**config.mk**
```make
export PLATFORM = sky130hd
export DESIGN_NAME = core_dispatch_socket
export DESIGN_NICKNAME = d
export VERILOG_FILES = /design/src/rtl/core_dispatch_socket.sv
export SDC_FILE = /design/constraint.sdc
export NUM_CORES = 1
export LEC_CHECK = 0
export ABC_CLOCK_PERIOD_IN_PS = 9470
export CAP_MARGIN = 40
export CORE_UTILIZATION = 30
export CTS_CLUSTER_DIAMETER = 100
export DETAILED_ROUTE_END_ITERATION = 7
export MAX_ROUTING_LAYER = met4
export PLACE_DENSITY = 0.49
export SLEW_MARGIN = 30
export SYNTH_ARGS = -nofsm -noshare
export SYNTH_HDL_FRONTEND = slang
export SYNTH_SLANG_ARGS = --single-unit
```
**constraint.sdc**
```tcl
create_clock -name clk -period 9.47 [get_ports clk]
set_input_delay 1.4205 -clock clk [delete_from_list [all_inputs] [get_ports clk]]
set_output_delay 1.4205 -clock clk [all_outputs]
set_load 0.02 [all_outputs]
```
**src/rtl/core_dispatch_socket.sv**
```systemverilog
// Instruction FIFO feeding NUM_CORES matrix cores over a shared bus, with per-core busy tracking,
// round-robin any-free dispatch, explicit targeting, broadcast and barrier synchronisation.
module core_dispatch_socket #(
    parameter int NUM_CORES = 4,
    parameter int INST_W    = 32,
    parameter int DEPTH     = 8
) (
    input  logic                     clk,
    input  logic                     rst,
    input  logic                     inst_valid,
    output logic                     inst_ready,
    input  logic [INST_W-1:0]        inst_data,
    output logic [NUM_CORES-1:0]     core_start,
    output logic [INST_W-1:0]        core_inst,
    input  logic [NUM_CORES-1:0]     core_done,
    output logic [NUM_CORES-1:0]     core_busy,
    output logic [$clog2(DEPTH):0]   fifo_count,
    output logic                     idle,
    output logic                     err
);
    localparam int AW = $clog2(DEPTH);
    localparam int CW = $clog2(NUM_CORES);
    localparam logic [AW:0]   CNT_ONE  = (AW+1)'(1);
    localparam logic [AW:0]   CNT_FULL = (AW+1)'(DEPTH);
    localparam logic [AW-1:0] PTR_ONE  = AW'(1);

    typedef enum logic {S_RUN, S_SYNC} state_t;

    logic [INST_W-1:0]    r_mem [DEPTH];
    logic [AW-1:0]        r_wr_ptr, r_rd_ptr;
    logic [AW:0]          r_count;
    logic [CW-1:0]        r_rr_ptr;
    state_t               r_state;
    logic [NUM_CORES-1:0] r_start, r_busy;
    logic [INST_W-1:0]    r_inst;
    logic                 r_err;

    logic                 w_empty, w_full, w_push, w_pop, w_bad_id, w_id_ok, w_any_found;
    logic [INST_W-1:0]    w_head;
    logic [1:0]           w_mode;
    logic [3:0]           w_id;
    logic [CW-1:0]        w_id_idx, w_any_sel, w_rr_nxt;
    logic [NUM_CORES-1:0] w_start_nxt;
    state_t               w_state_nxt;

    function automatic logic [CW-1:0] wrap_add(input logic [CW-1:0] a, input int k);
        int s;
        s = int'(a) + k;
        if (s >= NUM_CORES) s = s - NUM_CORES;
        return CW'(s);
    endfunction

    assign w_empty  = (r_count == '0);
    assign w_full   = (r_count == CNT_FULL);
    assign w_push   = inst_valid && !w_full;
    assign w_head   = r_mem[r_rd_ptr];
    assign w_mode   = w_head[INST_W-1:INST_W-2];
    assign w_id     = w_head[INST_W-3 -: 4];
    assign w_id_ok  = ({1'b0, w_id} < 5'(NUM_CORES));
    assign w_id_idx = CW'(w_id);

    // First free core at or after the round-robin pointer, wrapping around
    always_comb begin
        w_any_found = 1'b0;
        w_any_sel   = '0;
        for (int k = 0; k < NUM_CORES; k++) begin
            if (!w_any_found && !r_busy[wrap_add(r_rr_ptr, k)]) begin
                w_any_found = 1'b1;
                w_any_sel   = wrap_add(r_rr_ptr, k);
            end
        end
    end

    always_comb begin
        w_pop       = 1'b0;
        w_start_nxt = '0;
        w_rr_nxt    = r_rr_ptr;
        w_bad_id    = 1'b0;
        w_state_nxt = r_state;
        if (!w_empty) begin
            if (r_state == S_RUN) begin
                case (w_mode)
                    2'b00: begin
                        if (w_any_found) begin
                            w_pop                  = 1'b1;
                            w_start_nxt[w_any_sel] = 1'b1;
                            w_rr_nxt               = wrap_add(w_any_sel, 1);
                        end
                    end
                    2'b01: begin
                        if (!w_id_ok) begin
                            w_pop    = 1'b1;
                            w_bad_id = 1'b1;
                        end else if (!r_busy[w_id_idx]) begin
                            w_pop                 = 1'b1;
                            w_start_nxt[w_id_idx] = 1'b1;
                        end
                    end
                    default: w_state_nxt = S_SYNC;
                endcase
            end else if (r_busy == '0) begin
                // Broadcast starts every core; barrier just retires the head
                w_pop       = 1'b1;
                w_state_nxt = S_RUN;
                if (!w_mode[0]) w_start_nxt = '1;
            end
        end
    end

    always_ff @(posedge clk) begin
        if (w_push) r_mem[r_wr_ptr] <= inst_data;
    end

    always_ff @(posedge clk or posedge rst) begin
        if (rst) begin
            r_wr_ptr <= '0;
            r_rd_ptr <= '0;
            r_count  <= '0;
            r_rr_ptr <= '0;
            r_state  <= S_RUN;
            r_start  <= '0;
            r_busy   <= '0;
            r_inst   <= '0;
            r_err    <= 1'b0;
        end else begin
            if (w_push) r_wr_ptr <= r_wr_ptr + PTR_ONE;
            if (w_pop)  r_rd_ptr <= r_rd_ptr + PTR_ONE;
            case ({w_push, w_pop})
                2'b10:   r_count <= r_count + CNT_ONE;
                2'b01:   r_count <= r_count - CNT_ONE;
                default: r_count <= r_count;
            endcase
            r_rr_ptr <= w_rr_nxt;
            r_state  <= w_state_nxt;
            r_start  <= w_start_nxt;
            if (|w_start_nxt) r_inst <= w_head;
            r_busy   <= (r_busy & ~core_done) | w_start_nxt;
            if (w_bad_id || |(core_done & ~r_busy)) r_err <= 1'b1;
        end
    end

    assign inst_ready = !w_full;
    assign core_start = r_start;
    assign core_inst  = r_inst;
    assign core_busy  = r_busy;
    assign fifo_count = r_count;
    assign idle       = w_empty && (r_busy == '0) && (r_state == S_RUN);
    assign err        = r_err;
endmodule

```
* Word level (Yosys, flattened, before mapping)
Memory sizes are Yosys's and may differ from the RTL's.
Index checks and enable logic that the tools add are counted.
** Storage, ports and cells
- Memory bits (read-only) :: 0
- Memories kept :: 1
- Bits in writable memories :: 256
- Output and inout port bits :: 47
- Input bits :: 39
- Bits in latches :: 0
- Flip-flop bits (word level) :: 54
** Operators by class
- Eq/ne operators :: 4
- Add/sub/neg operators :: 13
- Bitwise operators :: 7
- $lt $le $gt $ge :: 14
- Reductions and logical operators :: 23
- Mux-type cells :: 52
- Shift operators :: 0
- Multipliers :: 0
- Divide/modulo/power cells :: 0
** Memory list
- r_mem :: words 8, width 32, rd ports 1, clocked after memory_dff 0, wr ports 1, line 29 : logic [INST_W-1:0] r_mem [DEPTH];
** Operators with widths (number)
- 4-bit two-way mux :: 7
- 1-bit two-way mux :: 26
- 2-bit by 3-bit < comparator with 1-bit output, second input constant :: 6
- 2-bit two-way mux :: 9
- 4-bit case mux with 2 select lines :: 2
- 3-bit >= comparator, second input constant :: 4
- 1-bit binary-select mux with 2-bit select :: 5
- 2-bit by 1-bit subtractor with 2-bit output, second input constant :: 5
- 4-bit AND :: 2
- 1-bit logical AND :: 8
- 4-bit logical NOT :: 2
- 4-bit inverter :: 2
- 4-bit OR reduction :: 2
- 2-bit by 1-bit adder with 3-bit output, second input constant :: 2
- 2-bit by 2-bit adder with 3-bit output, second input constant :: 2
- 3-bit by 1-bit adder with 3-bit output, second input constant :: 2
- 1-bit logical NOT :: 6
- 4-bit by 1-bit adder with 4-bit output, second input constant :: 1
- 1-bit demux with 2-bit select :: 2
- 2-bit by 1-bit == test with 1-bit output, second input constant :: 2
- 4-bit == test, second input constant :: 1
- 2-bit by 1-bit >= comparator with 1-bit output, second input constant :: 2
- 4-bit by 3-bit < comparator with 1-bit output, second input constant :: 1
- 4-bit bitwise OR :: 1
- other kinds (10) :: 11

* Logic depth before layout (Yosys ltp)
Gate-level depths: netlist of run 1.
- Depth in word-level cells :: 23
- Gate-level depth with buffers :: 14

* Worst setup path after synthesis of run 1
OpenSTA, ideal clock, no wires.
- Kind :: in2reg
- Start :: input inst_valid
- End :: memory r_mem[0][0], enable pin
- Arrival time :: 4653 ps
- Stages on the path :: 2
- Buffers on the path :: 0
- Data required time :: 8969 ps
- Setup time :: 501 ps
- Setup slack :: 4315 ps
- Cells stage by stage :: nand2_1 > nor4_1
** Between the ends
- Cells in the longest elaborated chain, start to end :: 3
** RTL lines
- start, declared :: line 10 : input logic inst_valid,
- 1-bit logical AND :: line 55 : assign w_push = inst_valid && !w_full;
- 1-bit two-way mux :: line 111 : if (w_push) r_mem[r_wr_ptr] <= inst_data;
- 1-bit two-way mux (implied by the code) :: line 111
- end, declared :: line 29
Every way passes these cells.

* Worst setup path in the final report of run 1
- Start :: register r_rd_ptr[1]
- End :: register r_count[3], in the netlist fifo_count[3]
** Between the ends
- Cells in the longest elaborated chain, start to end :: 10
- Elaborated cells on any way between the ends :: 15
- Those cells by class :: order compare: 1; eq/ne: 3; mux: 8; reduce/logical: 2; memory: 1
** RTL lines
- start, declared :: line 30 : logic [AW-1:0] r_wr_ptr, r_rd_ptr;
- start signal, assigned :: line 127 : if (w_pop) r_rd_ptr <= r_rd_ptr + PTR_ONE;
- memory 8 x 32 bit *
- 1-bit binary-select mux with 2-bit select :: line 94 : end else if (!r_busy[w_id_idx]) begin
- 1-bit two-way mux (implied by the code) :: line 94
- 1-bit two-way mux :: line 94
- 1-bit two-way mux :: line 91 : if (!w_id_ok) begin
- 1-bit case mux with 2 select lines * :: line 82 : case (w_mode)
- 1-bit two-way mux * :: line 81 : if (r_state == S_RUN) begin
- 1-bit two-way mux * :: line 80 : if (!w_empty) begin
- named net w_pop :: line 38 : logic w_empty, w_full, w_push, w_pop, w_bad_id, w_id_ok, w_any_found;
- 2-bit by 1-bit == test with 1-bit output or 2-bit == test (tied branches) :: line 128 : case ({w_push, w_pop})
- 4-bit case mux with 2 select lines or 2-bit nonzero test (tied branches)
- end signal, assigned :: line 129 : 2'b10: r_count <= r_count + CNT_ONE;
- end signal, assigned :: line 130 : 2'b01: r_count <= r_count - CNT_ONE;
- end signal, assigned :: line 131 : default: r_count <= r_count;
- end, declared :: line 31 : logic [AW:0] r_count;
The timed path passes the listed nets; every way through them passes the cells marked *. The select of a mux whose other input is x is not followed.
A chain may end at the register's enable or synchronous reset.

==> results of run 1 <==
## worst max path at each step
stage                      from            end  slack, ns  cells after the start
finish              r_rd_ptr[1]  fifo_count[3]       5.37                     13
global route        r_rd_ptr[2]  fifo_count[3]       5.11                     13
CTS                 r_rd_ptr[1]  fifo_count[3]       5.36                     13
detailed placement  r_rd_ptr[2]  fifo_count[3]       5.37                     13
global placement    r_rd_ptr[0]  fifo_count[3]       5.27                     13
floorplan            inst_valid    r_mem[0][0]       4.32                      2
## stage by stage
stage          power, W  cells  utilization, %  worst slack (ns)  instance area [sq um]
6_report       0.005226   1273           37.11             5.371                  15120
3_3_place_gp   0.003905   1206           34.13             5.274                  13910
2_1_floorplan  0.003347    604               -             4.315                  12390
3_5_place_dp   0.003951   1207           34.21             5.367                  13940
5_1_grt        0.005511   1273           37.11             5.106                  15120
4_1_cts        0.005323   1270           37.05             5.358                  15090
## synthesized netlist by cell type, types with 2 or more instances
| library cell | instances |
|---|---|
| dfrtp_1 | 54 |
| nor4_4 | 2 |
| nand2_1 | 16 |
| nor4_1 | 2 |
| o22ai_1 | 3 |
| edfxtp_1 | 256 |
| a21o_1 | 5 |
| nor3_1 | 12 |
| nor2_1 | 11 |
| xnor2_1 | 6 |
| mux2i_1 | 3 |
| nand2b_1 | 6 |
| a21oi_1 | 7 |
| buf_1 | 6 |
| ha_1 | 9 |
| o21a_1 | 2 |
| nor2b_1 | 3 |
| mux2_4 | 30 |
| buf_6 | 6 |
| mux4_1 | 3 |
| a21oi_2 | 3 |
| mux2_2 | 36 |
| clkbuf_1 | 14 |
| inv_1 | 14 |
| nand3_1 | 4 |
| xor2_1 | 2 |
| nand4_1 | 4 |
| mux4_2 | 61 |
| o21ai_0 | 7 |
## state kept, by name, summed over array words and instances, names as in the netlist
signal and cells:
r_mem 256, r_state 1, core_start 4, core_busy 4
r_rd_ptr 3, fifo_count 4, r_rr_ptr 2, err 1
core_inst 32, r_wr_ptr 3
## worst max-delay path, stage by stage (launching register included)
cell and delay [ns]:
dfrtp_4 0.69, buf_16 0.30, mux4_1 0.59, mux2_2 0.33, nor3_2 0.34, mux2_2 0.23
a32o_1 0.27, ha_1 0.25, ha_1 0.24, a21o_1 0.17, a21oi_1 0.16, xnor2_1 0.13
nor2_1 0.06, xor2_1 0.14
## area by class of cell
class	instances	area, sq um
timing repair buffer	99	992.2
fill	3738	25620
antenna	2	5.005
tap	532	665.6
sequential	310	9047
inverter	14	52.55
clock buffer	51	1027
clock inverter	12	130.1
multi-input combinational	253	3199
## metal layers
| metal | track usage (%) | part of all wire, % | up-vias |
|---|---|---|---|
| met2 | 21.28 | 48 | 130 |
| li1 | - | - | 2661 |
| met3 | 2.993 | 5.0 | 39 |
| met5 | - | 0 | - |
| met4 | 3.228 | 1.6 | 0 |
| met1 | 17.06 | 45 | 3141 |
## cells by family (layout without fill, tap and decap cells)
family	Yosys count	in the layout
flops	310	310
mux	133	133
simple gates	67	67
buf+inv	41	176
compound gates	35	35
fa+ha+maj	10	10
xor+xnor	8	8
other cells	0	2
## power by group through the flow
stage | clock network [W] | registers [W] | logic, W
finish | 0.00134 | 0.00196 | 0.00193
floorplan | 0 | 0.00201 | 0.00133
detailed placement | 0 | 0.00199 | 0.00197
CTS | 0.00138 | 0.00196 | 0.00198
global route | 0.00143 | 0.00199 | 0.00209
global placement | 0 | 0.00200 | 0.00190
==> results.yml, run 1 <==
run_status:
  status: "completed"
die:
  initial_core_util_pct: 30.41
  core.rowCount: 74
  ios: 86
  die_x_microns: 205.2
  die_area_sq_um: 42120
  die_y_microns: 205.2
  core_area_sq_um: 40740
synth:
  synth-edff-count: 256
  synth_top_family_by_area: "multiplexers"
  synth_area_per_cell_sq_um: 20.51
  synth-compound-area-share_pct: 1.909
  syn-num-nets: 653
  synth_flop_cell: "edfxtp_1"
  synth_top_area_share_pct: 62.05
  synth_area_leaders: "edfxtp_1 62%, mux4_2 11%, dfrtp_1 11%, mux2_4 3.6%, mux2_2 3.3%"
  yosysSeqAreaShare_pct: 72.95
  synthesis.area_sq_um: 12390
  yosysWarnings: 0
  async_reset_ff_share_pct: 17.42
  yosys.area_share.adder_pct: 1.070
  ys_types: 46
  syn_inst: 604
  ys_ff_latch: 310
  synth_xor_xnor_area_share_pct: 0.5655
  muxShareOfSynthArea_pct: 18.87
  synth.largest_area_cell: "edfxtp_1"
  synth-simple-area-share_pct: 3.009
power_and_ir_drop:
  netSwitchingFraction_pct: 31.20
  internal_power_w: 0.003595
  worst_ir_drop_vdd_v: 0.0001787
  p_clk_share_pct: 25.6
  p_leak_nw: 5.125
  power_frac_seq_pct: 37.4
  combPwrFrac_pct: 37.0
  pwr_density_cell_nw_per_um2: 345.6
  power_switching_w: 0.001631
detailed_routing:
  ant_nets: 0
  vias: 5971
  wl_per_cell_microns: 20.88
  drt-pass1-iter-count: 4
  drt_iter0_drc: 271
  routed_wl_microns: 26580
  avgViaCountPerCell: 4.690
  drc: 0
worst_setup_path:
  cp.arrival_ns: 4.49
  path_max_fanout: 43
  r2r_start: "r_rd_ptr[1]"
  r2r-end: "fifo_count[3]"
  required_ns: 9.86
  cp-end-kind: "flip-flop"
  r2r_cells: 13
  cp-start-kind: "flip-flop"
  worstSetupPathType: "reg -> reg"
  r2r_slack_ns: 5.37
cts:
  clock_latency_ns: 0.52
  cts_made_buffers: 35
  postCtsHoldBufs: 0
  clkTransAtPathRegs_ns: 0.06
  clockBufferDepth: 3
  postCtsSetupBuffers: 0
  tritoncts: "built"
  post_cts_resized: 0
  cts_htree_levels: 2
  clock-sinks: 310
  root_buffer: "clkbuf_16"
global_route:
  grt_overflow: 0
  grt_pass1_wl_microns: 39850
  grt_pass1_vias: 6432
  grt_max_degree: 55
  grt_usage_pct: 13.26
  antenna_found_initial: 2
finish:
  area_growth_pct: 22.04
  fin_nets: 762
  mostFrequentLayoutCell: "edfxtp_1"
  final_cell_mix: "256 x edfxtp_1, 85 x clkdlybuf4s50_1, 61 x mux4_2"
  drive_gt1_share_pct: 28.69
sta:
  fmax_mhz: 244.0
  tns_ns: 0
  slew_violations: 0
  period_share_pct: 43.28
  setup_violations: 0
  period_needed_ns: 4.099
  rsz0062_at_grt: "no"
  timing.hold.ws_ns: 0.5133
  fin_skew_ns: 0.01593
  hold_violations: 0
  max_slew.worst_pin.slew_ns: 0.7534
  max_slew_margin_pct: 49.78
min_path:
  min_to: "core_inst[9]"
  hold_start: "core_inst[9]"
  hold_path_depth: 1
  hold_path.class: "reg -> reg"
job:
  cap_violations: 0
placed_design:
  place_hpwl_microns: 14590
  port-buffer-count: 85
  place_congestion: 0.7749
Power figures use the tool's default switching activity.
==> run 2, diff against run 1 <==
--- a/config.mk
+++ b/config.mk
@@ -5,7 +5,7 @@
 export SDC_FILE = /design/constraint.sdc
 export NUM_CORES = 1
 export LEC_CHECK = 0
-export ABC_CLOCK_PERIOD_IN_PS = 9470
+export ABC_CLOCK_PERIOD_IN_PS = 4100
 export CAP_MARGIN = 40
 export CORE_UTILIZATION = 30
 export CTS_CLUSTER_DIAMETER = 100
==> constraint.sdc (replaced) <==
create_clock -name clk -period 4.1 [get_ports clk]
set_input_delay 0.615 -clock clk [delete_from_list [all_inputs] [get_ports clk]]
set_output_delay 0.615 -clock clk [all_outputs]
set_load 0.02 [all_outputs]
==> results.yml, run 2 (synthesized netlist as in run 1, its figures left out) <==
run_status:
  status: "completed"
die:
  die_y_microns: 205.2
  die_x_microns: 205.2
  ios: 86
  core.rowCount: 74
  core_area_sq_um: 40740
  die_area_sq_um: 42120
  initial_core_util_pct: 30.41
global_route:
  grt_usage_pct: 13.99
  grt_max_degree: 48
  grt_pass1_wl_microns: 42170
  grt_pass1_vias: 6742
  antenna_found_initial: 3
  grt_overflow: 0
sta:
  rsz0062_at_grt: "no"
  fin_skew_ns: 0.01947
  fmax_mhz: 277.9
  hold_violations: 0
  setup_ws_ns: 0.5011
  max_slew_margin_pct: 51.52
  max_slew.worst_pin.slew_ns: 0.7273
  slew_violations: 0
  period_share_pct: 87.78
  setup_violations: 0
  tns_ns: 0
  period_needed_ns: 3.599
finish:
  nFillCells: 3754
  multi_input_area_sq_um: 3208
  largest-register: "r_mem"
  largest_reg_flops: 256
  mostFrequentLayoutCell: "edfxtp_1"
  drive_gt1_share_pct: 28.51
  area_growth_pct: 22.68
  fin_nets: 769
  final_cell_mix: "256 x edfxtp_1, 85 x clkdlybuf4s50_1, 61 x mux4_2"
  register_area_sq_um: 9047
detailed_routing:
  ant_nets: 0
  routed_wl_microns: 27560
  avgViaCountPerCell: 4.726
  vias: 6059
  drt-pass1-iter-count: 4
  drc: 0
  drt_iter0_drc: 325
  wl_per_cell_microns: 21.50
power_and_ir_drop:
  pwr_density_cell_nw_per_um2: 805.2
  p_leak_nw: 5.163
  worst_ir_drop_vdd_v: 0.0005411
worst_setup_path:
  r2r_start: "r_rd_ptr[1]"
  path_cells: "mux4_1 -> mux2_2 -> nor3_2 -> mux2_2 -> a32o_1 -> ha_1 -> ha_1 -> a21o_1 -> a21oi_1 -> xnor2_1 -> nor2_1 -> xor2_1"
  required_ns: 4.49
  r2r-end: "fifo_count[3]"
  worstSetupPathType: "reg -> reg"
  critical-path-max-stage-delay_ns: 0.64
  cp-end-kind: "flip-flop"
  r2r_cells: 12
  path_max_fanout: 22
  cp.arrival_ns: 3.99
  cpMaxStageDelayCell: "dfrtp_4"
  r2r_slack_ns: 0.50
  cp-start-kind: "flip-flop"
placed_design:
  place_congestion: 0.7924
  place_ws_ns: 0.4945
  port-buffer-count: 85
  place_hpwl_microns: 16170
cts:
  clockBufferDepth: 3
  cts_made_buffers: 36
  clock_latency_ns: 0.51
  cts_htree_levels: 2
  clock-sinks: 310
  post_cts_resized: 0
  clkTransAtPathRegs_ns: 0.06
  postCtsSetupBuffers: 0
  postCtsHoldBufs: 0
  tritoncts: "built"
  root_buffer: "clkbuf_16"
job:
  cap_violations: 0
min_path:
  hold_path.class: "in -> async"
==> run 2: changes by cell type in the layout (fill, tap and decap cells not counted), sizes merged <==
cell and change:
clkinvlp -1, bufinv +2, clkbuf +1, buf +6, diode +1
==> run 2: routing by layer <==
metal	GRT usage, %	vias up	wire [microns]	share of wire (%)
met1	18.28	3179	12540	45
li1	-	2685	-	-
met4	3.466	0	493	1.8
met2	22.56	152	13360	48
met3	2.518	43	1172	4.3
met5	-	-	0	0
==> run 2: final cells by class <==
| class | count | share of cell area, % |
|---|---|---|
| Sequential cell | 310 | 59.52 |
| Multi-Input combinational cell | 253 | 21.11 |
| Timing Repair Buffer | 105 | 6.832 |
| Clock buffer | 52 | 6.660 |
| Tap cell | 532 | 4.379 |
| Clock inverter | 13 | 1.103 |
| Inverter | 14 | 0.3457 |
| Antenna cell | 3 | 0.04939 |
==> run 2: power by group <==
| part | switching [W] | total [W] | leakage, nW | internal [W] |
|---|---|---|---|---|
| logic | 0.00211 | 0.00448 | 1.64 | 0.00237 |
| registers | 0.000481 | 0.00459 | 2.96 | 0.00411 |
| clock network | 0.00120 | 0.00317 | 0.567 | 0.00197 |
| total | 0.00379 | 0.0122 | 5.16 | 0.00845 |
==> run 2: worst max path at each step <==
stage             startpoint            end  depth (start not counted)
5_1_grt          r_rd_ptr[1]  fifo_count[3]                         12
3_5_place_dp     r_rd_ptr[1]  fifo_count[3]                         12
2_1_floorplan  fifo_count[0]    r_mem[2][0]                          4
6_report         r_rd_ptr[1]  fifo_count[3]                         12
3_3_place_gp     r_rd_ptr[1]  fifo_count[3]                         12
4_1_cts          r_rd_ptr[1]  fifo_count[3]                         12
==> run 2: worst max-delay path: cells and delay by family, from the launching register on <==
kind / cells / cell delay (ns)
mux: 3 / 1.15
fa+ha+maj: 2 / 0.45
xor+xnor: 2 / 0.28
compound gates: 3 / 0.51
simple gates: 2 / 0.42
flops: 1 / 0.64
==> run 2: metrics by stage <==
stage	utilization [%]	total power [W]	area (sq um)	instances	hold slack, ns
after floorplan	-	0.007733	12400	604	0.4847
after global placement	34.30	0.009097	13970	1212	0.4929
after detailed placement	34.39	0.009240	14010	1214	0.4910
after CTS	37.29	0.01247	15190	1279	0.4445
after global routing	37.31	0.01290	15200	1282	0.4748
final	37.31	0.01224	15200	1282	0.4497
